--- src/rtl/exec_trace_monitor_if.sv ---
// exec_trace_monitor_if
// Trace drain port between the run monitor and its host (bench, debug logic).
// Show-ahead valid/ready: the head entry is presented while tr_valid=1 and is
// consumed on any edge where tr_valid and tr_ready are both high.
//   tr_valid  monitor -> host  head entry present
//   tr_ready  host -> monitor  host takes the head this cycle
//   tr_cycle  monitor -> host  cycle stamp of the writeback
//   tr_reg    monitor -> host  destination register
//   tr_data   monitor -> host  value written
interface exec_trace_monitor_if #(
  parameter int CNT_BITS  = 16,
  parameter int REG_BITS  = 5,
  parameter int DATA_BITS = 32
);
  logic                 tr_valid;
  logic                 tr_ready;
  logic [CNT_BITS-1:0]  tr_cycle;
  logic [REG_BITS-1:0]  tr_reg;
  logic [DATA_BITS-1:0] tr_data;

  modport master (
    output tr_valid,
    output tr_cycle,
    output tr_reg,
    output tr_data,
    input  tr_ready
  );

  modport slave (
    input  tr_valid,
    input  tr_cycle,
    input  tr_reg,
    input  tr_data,
    output tr_ready
  );
endinterface

--- src/rtl/exec_trace_monitor.sv ---
// exec_trace_monitor
// Run controller and writeback trace buffer for the single-cycle processor.
// Holds the core in stall until started, lets it run for a programmable
// number of cycles (or until halted), and timestamps every register-file
// writeback into a show-ahead FIFO drained by the host.
// Ports:
//   clk, reset            clock, async active-low reset
//   start, halt_req       arm a run (IDLE/DONE), end a run early (RUN)
//   cfg_limit             cycle budget, 0 = unlimited, latched on start
//   pc                    current fetch PC of the core
//   wb_en/wb_reg/wb_data  register-file write port of the core
//   proc_stall            1 = core must hold state
//   state, done           run state, high in DONE
//   cycle_count, last_pc  executed cycles this run, pc of last executed cycle
//   overflow              sticky: a trace entry was dropped this run
//   trc                   trace drain port (master side)
//
// state | meaning
// IDLE  | after reset, core stalled, waiting for start
// RUN   | core executing, writebacks captured
// DRAIN | core stalled, waiting for the host to empty the trace FIFO
// DONE  | run finished, trace empty, waiting for start
module exec_trace_monitor #(
  parameter int ADDR_BITS = 32,
  parameter int DATA_BITS = 32,
  parameter int REG_BITS  = 5,
  parameter int DEPTH     = 16,
  parameter int CNT_BITS  = 16
) (
  input  logic                 clk,
  input  logic                 reset,
  input  logic                 start,
  input  logic                 halt_req,
  input  logic [CNT_BITS-1:0]  cfg_limit,
  input  logic [ADDR_BITS-1:0] pc,
  input  logic                 wb_en,
  input  logic [REG_BITS-1:0]  wb_reg,
  input  logic [DATA_BITS-1:0] wb_data,
  output logic                 proc_stall,
  output logic [1:0]           state,
  output logic [CNT_BITS-1:0]  cycle_count,
  output logic [ADDR_BITS-1:0] last_pc,
  output logic                 overflow,
  output logic                 done,
  exec_trace_monitor_if.master trc
);

  localparam int IDX_BITS = $clog2(DEPTH);
  localparam int PTR_BITS = IDX_BITS + 1;

  typedef enum logic [1:0] {
    IDLE  = 2'd0,
    RUN   = 2'd1,
    DRAIN = 2'd2,
    DONE  = 2'd3
  } state_t;

  typedef struct packed {
    logic [CNT_BITS-1:0]  cyc;
    logic [REG_BITS-1:0]  rd;
    logic [DATA_BITS-1:0] val;
  } entry_t;

  state_t               state_q, state_d;
  logic [CNT_BITS-1:0]  limit_q;
  logic [PTR_BITS-1:0]  wr_ptr, rd_ptr;
  entry_t               mem [DEPTH];
  entry_t               head;

  logic arm;
  logic in_run;
  logic limit_hit;
  logic full, empty;
  logic capture, push, pop, drop;

  // Extra pointer MSB distinguishes full from empty when the indices match.
  assign empty = (wr_ptr == rd_ptr);
  assign full  = (wr_ptr[IDX_BITS-1:0] == rd_ptr[IDX_BITS-1:0]) &&
                 (wr_ptr[IDX_BITS] != rd_ptr[IDX_BITS]);

  assign in_run    = (state_q == RUN);
  assign limit_hit = (limit_q != '0) && (cycle_count == limit_q - CNT_BITS'(1));

  // A full FIFO still takes a push when the head leaves on the same edge.
  assign pop     = !empty && trc.tr_ready;
  assign capture = in_run && wb_en && (wb_reg != '0);
  assign push    = capture && (!full || pop);
  assign drop    = capture && full && !pop;

  always_comb begin
    state_d = state_q;
    arm     = 1'b0;
    case (state_q)
      IDLE, DONE: begin
        if (start) begin
          state_d = RUN;
          arm     = 1'b1;
        end
      end
      RUN: begin
        if (halt_req || limit_hit) state_d = DRAIN;
      end
      DRAIN: begin
        if (empty) state_d = DONE;
      end
      default: state_d = IDLE;
    endcase
  end

  always_ff @(posedge clk or negedge reset) begin
    if (!reset) begin
      state_q     <= IDLE;
      limit_q     <= '0;
      cycle_count <= '0;
      last_pc     <= '0;
      overflow    <= 1'b0;
      wr_ptr      <= '0;
      rd_ptr      <= '0;
    end else begin
      state_q <= state_d;
      if (arm) begin
        limit_q     <= cfg_limit;
        cycle_count <= '0;
        overflow    <= 1'b0;
        wr_ptr      <= '0;
        rd_ptr      <= '0;
      end else begin
        if (in_run) begin
          last_pc <= pc;
          if (cycle_count != '1) cycle_count <= cycle_count + CNT_BITS'(1);
        end
        if (push) wr_ptr <= wr_ptr + PTR_BITS'(1);
        if (pop)  rd_ptr <= rd_ptr + PTR_BITS'(1);
        if (drop) overflow <= 1'b1;
      end
    end
  end

  // Storage carries no reset: contents are only observed behind tr_valid.
  always_ff @(posedge clk) begin
    if (push) mem[wr_ptr[IDX_BITS-1:0]] <= '{cyc: cycle_count, rd: wb_reg, val: wb_data};
  end

  assign head         = mem[rd_ptr[IDX_BITS-1:0]];
  assign trc.tr_valid = !empty;
  assign trc.tr_cycle = head.cyc;
  assign trc.tr_reg   = head.rd;
  assign trc.tr_data  = head.val;

  assign proc_stall = !in_run;
  assign done       = (state_q == DONE);
  assign state      = state_q;

endmodule

--- src/flat_wrapper.sv ---
// flat-port wrapper written by rule: the top's interface ports become plain ports
module exec_trace_monitor_flat 
#(
  parameter int ADDR_BITS = 32,
  parameter int DATA_BITS = 32,
  parameter int REG_BITS  = 5,
  parameter int DEPTH     = 16,
  parameter int CNT_BITS  = 16
)
  (clk, reset, start, halt_req, cfg_limit, pc, wb_en, wb_reg, wb_data, proc_stall, state, cycle_count, last_pc, overflow, done, trc_tr_valid, trc_tr_cycle, trc_tr_reg, trc_tr_data, trc_tr_ready);
  exec_trace_monitor_if #(.CNT_BITS(CNT_BITS), .REG_BITS(REG_BITS), .DATA_BITS(DATA_BITS)) trc_i ();
  input  logic clk;
  input  logic reset;
  input  logic start;
  input  logic halt_req;
  input  logic [CNT_BITS-1:0] cfg_limit;
  input  logic [ADDR_BITS-1:0] pc;
  input  logic wb_en;
  input  logic [REG_BITS-1:0] wb_reg;
  input  logic [DATA_BITS-1:0] wb_data;
  output logic proc_stall;
  output logic [1:0] state;
  output logic [CNT_BITS-1:0] cycle_count;
  output logic [ADDR_BITS-1:0] last_pc;
  output logic overflow;
  output logic done;
  output wire logic [$bits(trc_i.tr_valid)-1:0] trc_tr_valid;
  output wire logic [$bits(trc_i.tr_cycle)-1:0] trc_tr_cycle;
  output wire logic [$bits(trc_i.tr_reg)-1:0] trc_tr_reg;
  output wire logic [$bits(trc_i.tr_data)-1:0] trc_tr_data;
  input wire logic [$bits(trc_i.tr_ready)-1:0] trc_tr_ready;
  assign trc_tr_valid = trc_i.tr_valid;
  assign trc_tr_cycle = trc_i.tr_cycle;
  assign trc_tr_reg = trc_i.tr_reg;
  assign trc_tr_data = trc_i.tr_data;
  assign trc_i.tr_ready = trc_tr_ready;
  exec_trace_monitor #(.ADDR_BITS(ADDR_BITS), .DATA_BITS(DATA_BITS), .REG_BITS(REG_BITS), .DEPTH(DEPTH), .CNT_BITS(CNT_BITS)) u_core (.clk(clk), .reset(reset), .start(start), .halt_req(halt_req), .cfg_limit(cfg_limit), .pc(pc), .wb_en(wb_en), .wb_reg(wb_reg), .wb_data(wb_data), .proc_stall(proc_stall), .state(state), .cycle_count(cycle_count), .last_pc(last_pc), .overflow(overflow), .done(done), .trc(trc_i));
endmodule
--- config.mk ---
export PLATFORM = sky130hd
export DESIGN_NAME = exec_trace_monitor_flat
export DESIGN_NICKNAME = d
export VERILOG_FILES = /design/src/rtl/exec_trace_monitor_if.sv /design/src/rtl/exec_trace_monitor.sv /design/src/flat_wrapper.sv
export SDC_FILE = /design/constraint.sdc
export NUM_CORES = 1
export LEC_CHECK = 0
export CAP_MARGIN = 15
export CELL_PAD_IN_SITES_DETAIL_PLACEMENT = 1
export CELL_PAD_IN_SITES_GLOBAL_PLACEMENT = 1
export CORE_UTILIZATION = 53
export DETAILED_ROUTE_END_ITERATION = 12
export HOLD_SLACK_MARGIN = 0.02
export PLACE_DENSITY = 0.84
export SLEW_MARGIN = 5
export SYNTH_ARGS = -nofsm -noshare
export SYNTH_HDL_FRONTEND = slang
export SYNTH_SLANG_ARGS = --single-unit
--- constraint.sdc ---
create_clock -name clk -period 10.3 [get_ports clk]
set_input_delay 1.545 -clock clk [delete_from_list [all_inputs] [get_ports clk]]
set_output_delay 1.545 -clock clk [all_outputs]
set_load 0.01 [all_outputs]
# After elaboration in Yosys (flattened, before gate mapping)

Memories as Yosys holds them, arrays and structs flattened.
Index checks and enable logic that the tools add are counted.

Flip-flop bits (word level): 77
Bits in writable memories: 848
Input bits: 91
Output and inout port bits: 107
Logic and storage cells: 67
Memories kept: 1

Memories:

| memory     | depth | width | read ports | clocked after memory_dff | wr ports | line                     | source |
|---|---|---|---|---|---|---|---|
| u_core.mem | 16    | 53    | 1          | 0                        | 1        | exec_trace_monitor.sv:67 | `entry_t mem [DEPTH];` |

$add $sub $neg: 4
Equality and inequality tests: 11
Mux-type cells: 17
Bitwise operators: 1
Reductions and logical operators: 26

Operators by type and width:

| kind                    | number |
|---|---|
| $mux W16                | 3 |
| $mux W5                 | 4 |
| $add A16 B1 Y16 const B | 1 |
| $eq A16 B16 Y1          | 1 |
| $ne A16 B16 Y1 const B  | 1 |
| $reduce_bool A16 Y1     | 1 |
| $sub A16 B1 Y16 const B | 1 |
| $add A5 B1 Y5 const B   | 2 |
| $reduce_bool A2 Y1      | 5 |
| $logic_and A1 B1 Y1     | 8 |
| $mux W1                 | 6 |
| $mux W2                 | 3 |
| $pmux W2 S3             | 1 |
| $eq A5 B5 Y1            | 1 |
| $reduce_bool A5 Y1      | 1 |
| $eq A2 B2 Y1 const B    | 2 |
| $eq A4 B4 Y1            | 1 |
| $logic_not A1 Y1        | 4 |
| $ne A2 B2 Y1 const B    | 2 |
| $reduce_and A2 Y1       | 2 |
| $reduce_and A3 Y1       | 1 |
| $eq A2 B1 Y1 const B    | 1 |
| $logic_not A2 Y1        | 1 |
| $logic_or A1 B1 Y1      | 2 |
| other kinds (4)         | 4 |

# Logic depth before layout (Yosys ltp)

Depth in word-level cells: 7
Depth in mapped cells: 10
Mapped depth without buffers: 9

# Worst setup path after synthesis

OpenSTA, ideal clock, no wires.

Path type: input-to-reg
Start point: input wb_reg[3]
End point: memory u_core.mem[15][0] in the netlist's numbering (enable)
Library setup time: 620 ps
Arrival time: 7,403 ps
Data required time: 9,680 ps
Setup slack: 2,276 ps
Cell stages on the path: 3
Path through: or4_1 -> o211ai_1 -> nor4b_1

Longest elaborated chain between the ends: 5

RTL lines:

| item                          | line                      | source |
|---|---|---|
| from (decl)                   | flat_wrapper.sv:19        | `input logic [REG_BITS-1:0] wb_reg;` |
| $reduce_bool A5 Y1            | exec_trace_monitor.sv:86  | `assign capture = in_run && wb_en && (wb_reg != '0);` |
| $logic_and A1 B1 Y1           | exec_trace_monitor.sv:86  |  |
| $logic_and A1 B1 Y1           | exec_trace_monitor.sv:87  | `assign push = capture && (!full \|\| pop);` |
| $mux W1                       | exec_trace_monitor.sv:141 | `if (push) mem[wr_ptr[IDX_BITS-1:0]] <= '{cyc: cycle_count, rd: wb_reg, val: wb_data};` |
| $mux W1 (implied by the code) | exec_trace_monitor.sv:141 |  |
| to (decl)                     | exec_trace_monitor.sv:67  |  |

No other way between the ends.

# Worst setup path in the final report

Start point: register u_core.rd_ptr[0]
End point: output trc_tr_cycle[5]

Longest elaborated chain between the ends: 1

RTL lines:

| item                   | line                      | source |
|---|---|---|
| from (decl)            | exec_trace_monitor.sv:66  | `logic [PTR_BITS-1:0] wr_ptr, rd_ptr;` |
| from (signal assigned) | exec_trace_monitor.sv:133 | `if (pop) rd_ptr <= rd_ptr + PTR_BITS'(1);` |
| $mem_v2 Z16 W53        | n/a                       |  |
| to (decl)              | flat_wrapper.sv:28        | `output wire logic [$bits(trc_i.tr_cycle)-1:0] trc_tr_cycle;` |

No other way between the ends.

==> impl_metrics.csv <==
group,metric,value,unit
clock_network,cts_root_buf,"clkbuf_16",
synth,yosys.area.top_type_share,0.713,
hold_path,worstHoldPathCells,1,
finish,num-nets-final,1922,
clock_network,clk_latency,0.66,ns
floorplan,die-area,68400,sq um
placed_design,placed_area,38800,sq um
power_and_ir_drop,total_power,10600,uW
power_and_ir_drop,leakage,0.0133,uW
outcome,outcome,"finished clean",
flow_run,drv_cap,0,
sta,post-route-min-period,5.77,ns
floorplan,die_x,262,um
grt,antenna_found_initial,4,
sta,relSlewSlack,0.193,
sta,fin_skew,0.0298,ns
clock_network,post_cts_buffers,0,
clock_network,clockBufferDepth,3,
synth,ys_seq_elements,925,
clock_network,clkTransAtPathRegs,0.07,ns
clock_network,post_cts_resized,0,
grt,grt_pass1_vias,19500,
setup_path,path_class,"reg2out",
grt,grt_max_degree,102,
setup_path,cp_max_fo,101,
route,vias,17900,
route,routed_via_density,6.50,
clock_network,cts_tree,"done",
synth,seq_area_frac_synth,0.767,
synth,synthTopCellsByArea,"edfxtp_1, mux4_2, dfrtp_1",
route,drt_iter0_markers,2072,
grt,track_usage,0.283,
synth,synth_warnings,0,
sta,worst_pin_slew,1.21,ns
floorplan,die_h,262,um
placed_design,hpwl,45900,um
sta,fin_hold_ws,0.504,ns
synth,ys_types,48,
placed_design,gp_congestion,0.766,
clock_network,cts_sinks,925,
sta,setup_violations,0,
finish,final_area,41900,sq um
synth,syn_avg_cell_area,22.7,sq um
power_and_ir_drop,pwr_density_cell,253,nW/um^2
finish,drive_gt1_frac,0.265,
placed_design,io_buffers,197,
synth,netlist_area,35700,sq um
sta,fin_tns_setup,0,ns
route,avgRoutedWirePerCell,34.1,um
setup_path,critical_path_arrival,4.22,ns
synth,synth_cells,1576,
floorplan,ios,198,
setup_path,cp-end-kind,"primary output",
clock_network,htree_num_levels,3,
setup_path,r2r_setup_slack,5.16,ns
clock_network,cts_buffers,92,
floorplan,start_util,0.539,
sta,timing.fmax,173,MHz
power_and_ir_drop,peakVddDrop,179,uV
grt,grt_pass1_wl,136000,um
sta,finalHoldViolCount,0,
route,firstDrtPassIters,5,
floorplan,core_area,66200,sq um
sta,rsz0062_at_grt,"no",
finish,final_cell_mix,"edfxtp_1, mux4_2, clkdlybuf4s50_1",
synth,synth_fp_nets,1679,
finish,areaGrowthSynthToFinish,17.4,%
route,wirelength,94200,um
hold_path,hold_class,"reg2reg",
setup_path,r2r_cells,8,
setup_path,cp.required,8.76,ns
grt,overflow,0,
clock_network,hold_buffers,0,
synth,synth_area_leader_cell,"edfxtp_1",
floorplan,num_rows,94,
route,ant_nets,0,
route,route.detailed.drc,0,
sta,timing.final.crit_share,0.560,
finish,fillers,5324,
finish,final_common_cell,"edfxtp_1",
sta,slew_viol_final,0,
setup_path,start_kind,"flop",
==> path summary, 6_finish.rpt <==
check | startpoint | endpoint
worst max-delay path | u_core.rd_ptr[0]$_DFFE_PN0P_ | trc_tr_cycle[5]
worst min-delay path | u_core.last_pc[13]$_DFFE_PN0P_ | u_core.last_pc[13]$_DFFE_PN0P_
worst max register to register | u_core.rd_ptr[0]$_DFFE_PN0P_ | u_core.mem[4][44]$_DFFE_PP_
worst min register to register | u_core.last_pc[13]$_DFFE_PN0P_ | u_core.last_pc[13]$_DFFE_PN0P_
max in group asynchronous | reset | u_core.rd_ptr[3]$_DFFE_PN0P_
min in group asynchronous | reset | u_core.last_pc[16]$_DFFE_PN0P_
==> kinds of logic (layout without fill, tap and decap cells) <==
group	count (synthesis)	count (layout)	synth area share
mux	306	306	0.180
simple gates	171	171	0.0231
flops	925	925	0.767
fa+ha+maj	12	12	0.00420
buf+inv	89	407	0.00970
other cells	0	2	0
compound gates	32	32	0.00627
xor+xnor	41	41	0.0101
==> report_power, final <==
group | total [uW] | leakage (uW) | switching (uW) | internal (uW)
sequential | 4600 | 0.00865 | 276 | 4320
combinational | 2470 | 0.00318 | 1140 | 1340
clock | 3520 | 0.00151 | 1530 | 1990
==> sequential cells by signal, indices dropped and copies added (netlist names) <==
signal / count
u_core.wr_ptr: 5
u_core.mem: 848
u_core.limit_q: 16
u_core.state: 2
u_core.cycle_count: 16
u_core.overflow: 1
u_core.rd_ptr: 5
u_core.last_pc: 32
==> layout make-up <==
cell class / count / area (sq um) / share of cell area
timing repair buffer: 227 / 2210 / 0.0526
tap: 864 / 1080 / 0.0258
clock inverter: 67 / 767 / 0.0183
clock buffer: 102 / 2340 / 0.0558
antenna: 2 / 5.00 / 0.000119
multi-input combinational: 562 / 8090 / 0.193
sequential: 925 / 27400 / 0.654
inverter: 11 / 41.3 / 0.000985
==> synthesized netlist by cell type (all sizes together) <==
| cell | count |
|---|---|
| edfxtp | 848 |
| mux4 | 265 |
| dfrtp | 77 |
| nand2 | 62 |
| clkbuf | 55 |
| nor2 | 47 |
| mux2 | 33 |
| xnor2 | 24 |
| buf | 23 |
| xor2 | 17 |
| ha | 12 |
| inv | 11 |
| o21ai | 11 |
| nand4 | 10 |
| nor3 | 10 |
| mux2i | 8 |
| nand3 | 7 |
| a21oi | 6 |
| nor4 | 6 |
| nand2b | 5 |
| or3 | 5 |
| and2 | 3 |
| nor2b | 3 |
| nor4b | 3 |
| o22ai | 3 |
| or4 | 3 |
| a31oi | 2 |
| and3 | 2 |
| o211ai | 2 |
| o21a | 2 |
| o41ai | 2 |
| a211o | 1 |
| a211oi | 1 |
| a32oi | 1 |
| and2b | 1 |
| and4 | 1 |
| nand3b | 1 |
| nor3b | 1 |
| o311ai | 1 |
| or2 | 1 |
==> layer usage <==
metal  GRT usage  wire length [um]  vias up
met5           0                20        -
li1            -                 -     7068
met4      0.0896              2420        4
met2       0.476             48300     1166
met3      0.0633              8130      172
met1       0.371             35300     9520
==> critical path, cell delays in order, from the launching register on <==
cell and delay, ns:
dfrtp_4 0.96, buf_12 0.60, mux4_2 0.65, mux4_2 0.58, clkdlybuf4s50_1 0.53
==> stage by stage <==
stage | cells | worst slack, ns | util
after floorplan | 1576 | 2.28 | -
after global placement | 2589 | 5.06 | 0.586
after detailed placement | 2589 | 4.86 | 0.586
after CTS | 2758 | 4.49 | 0.633
after global routing | 2759 | 4.33 | 0.633
final | 2760 | 4.53 | 0.633
No activity file was read; power rests on OpenSTA's default activity.
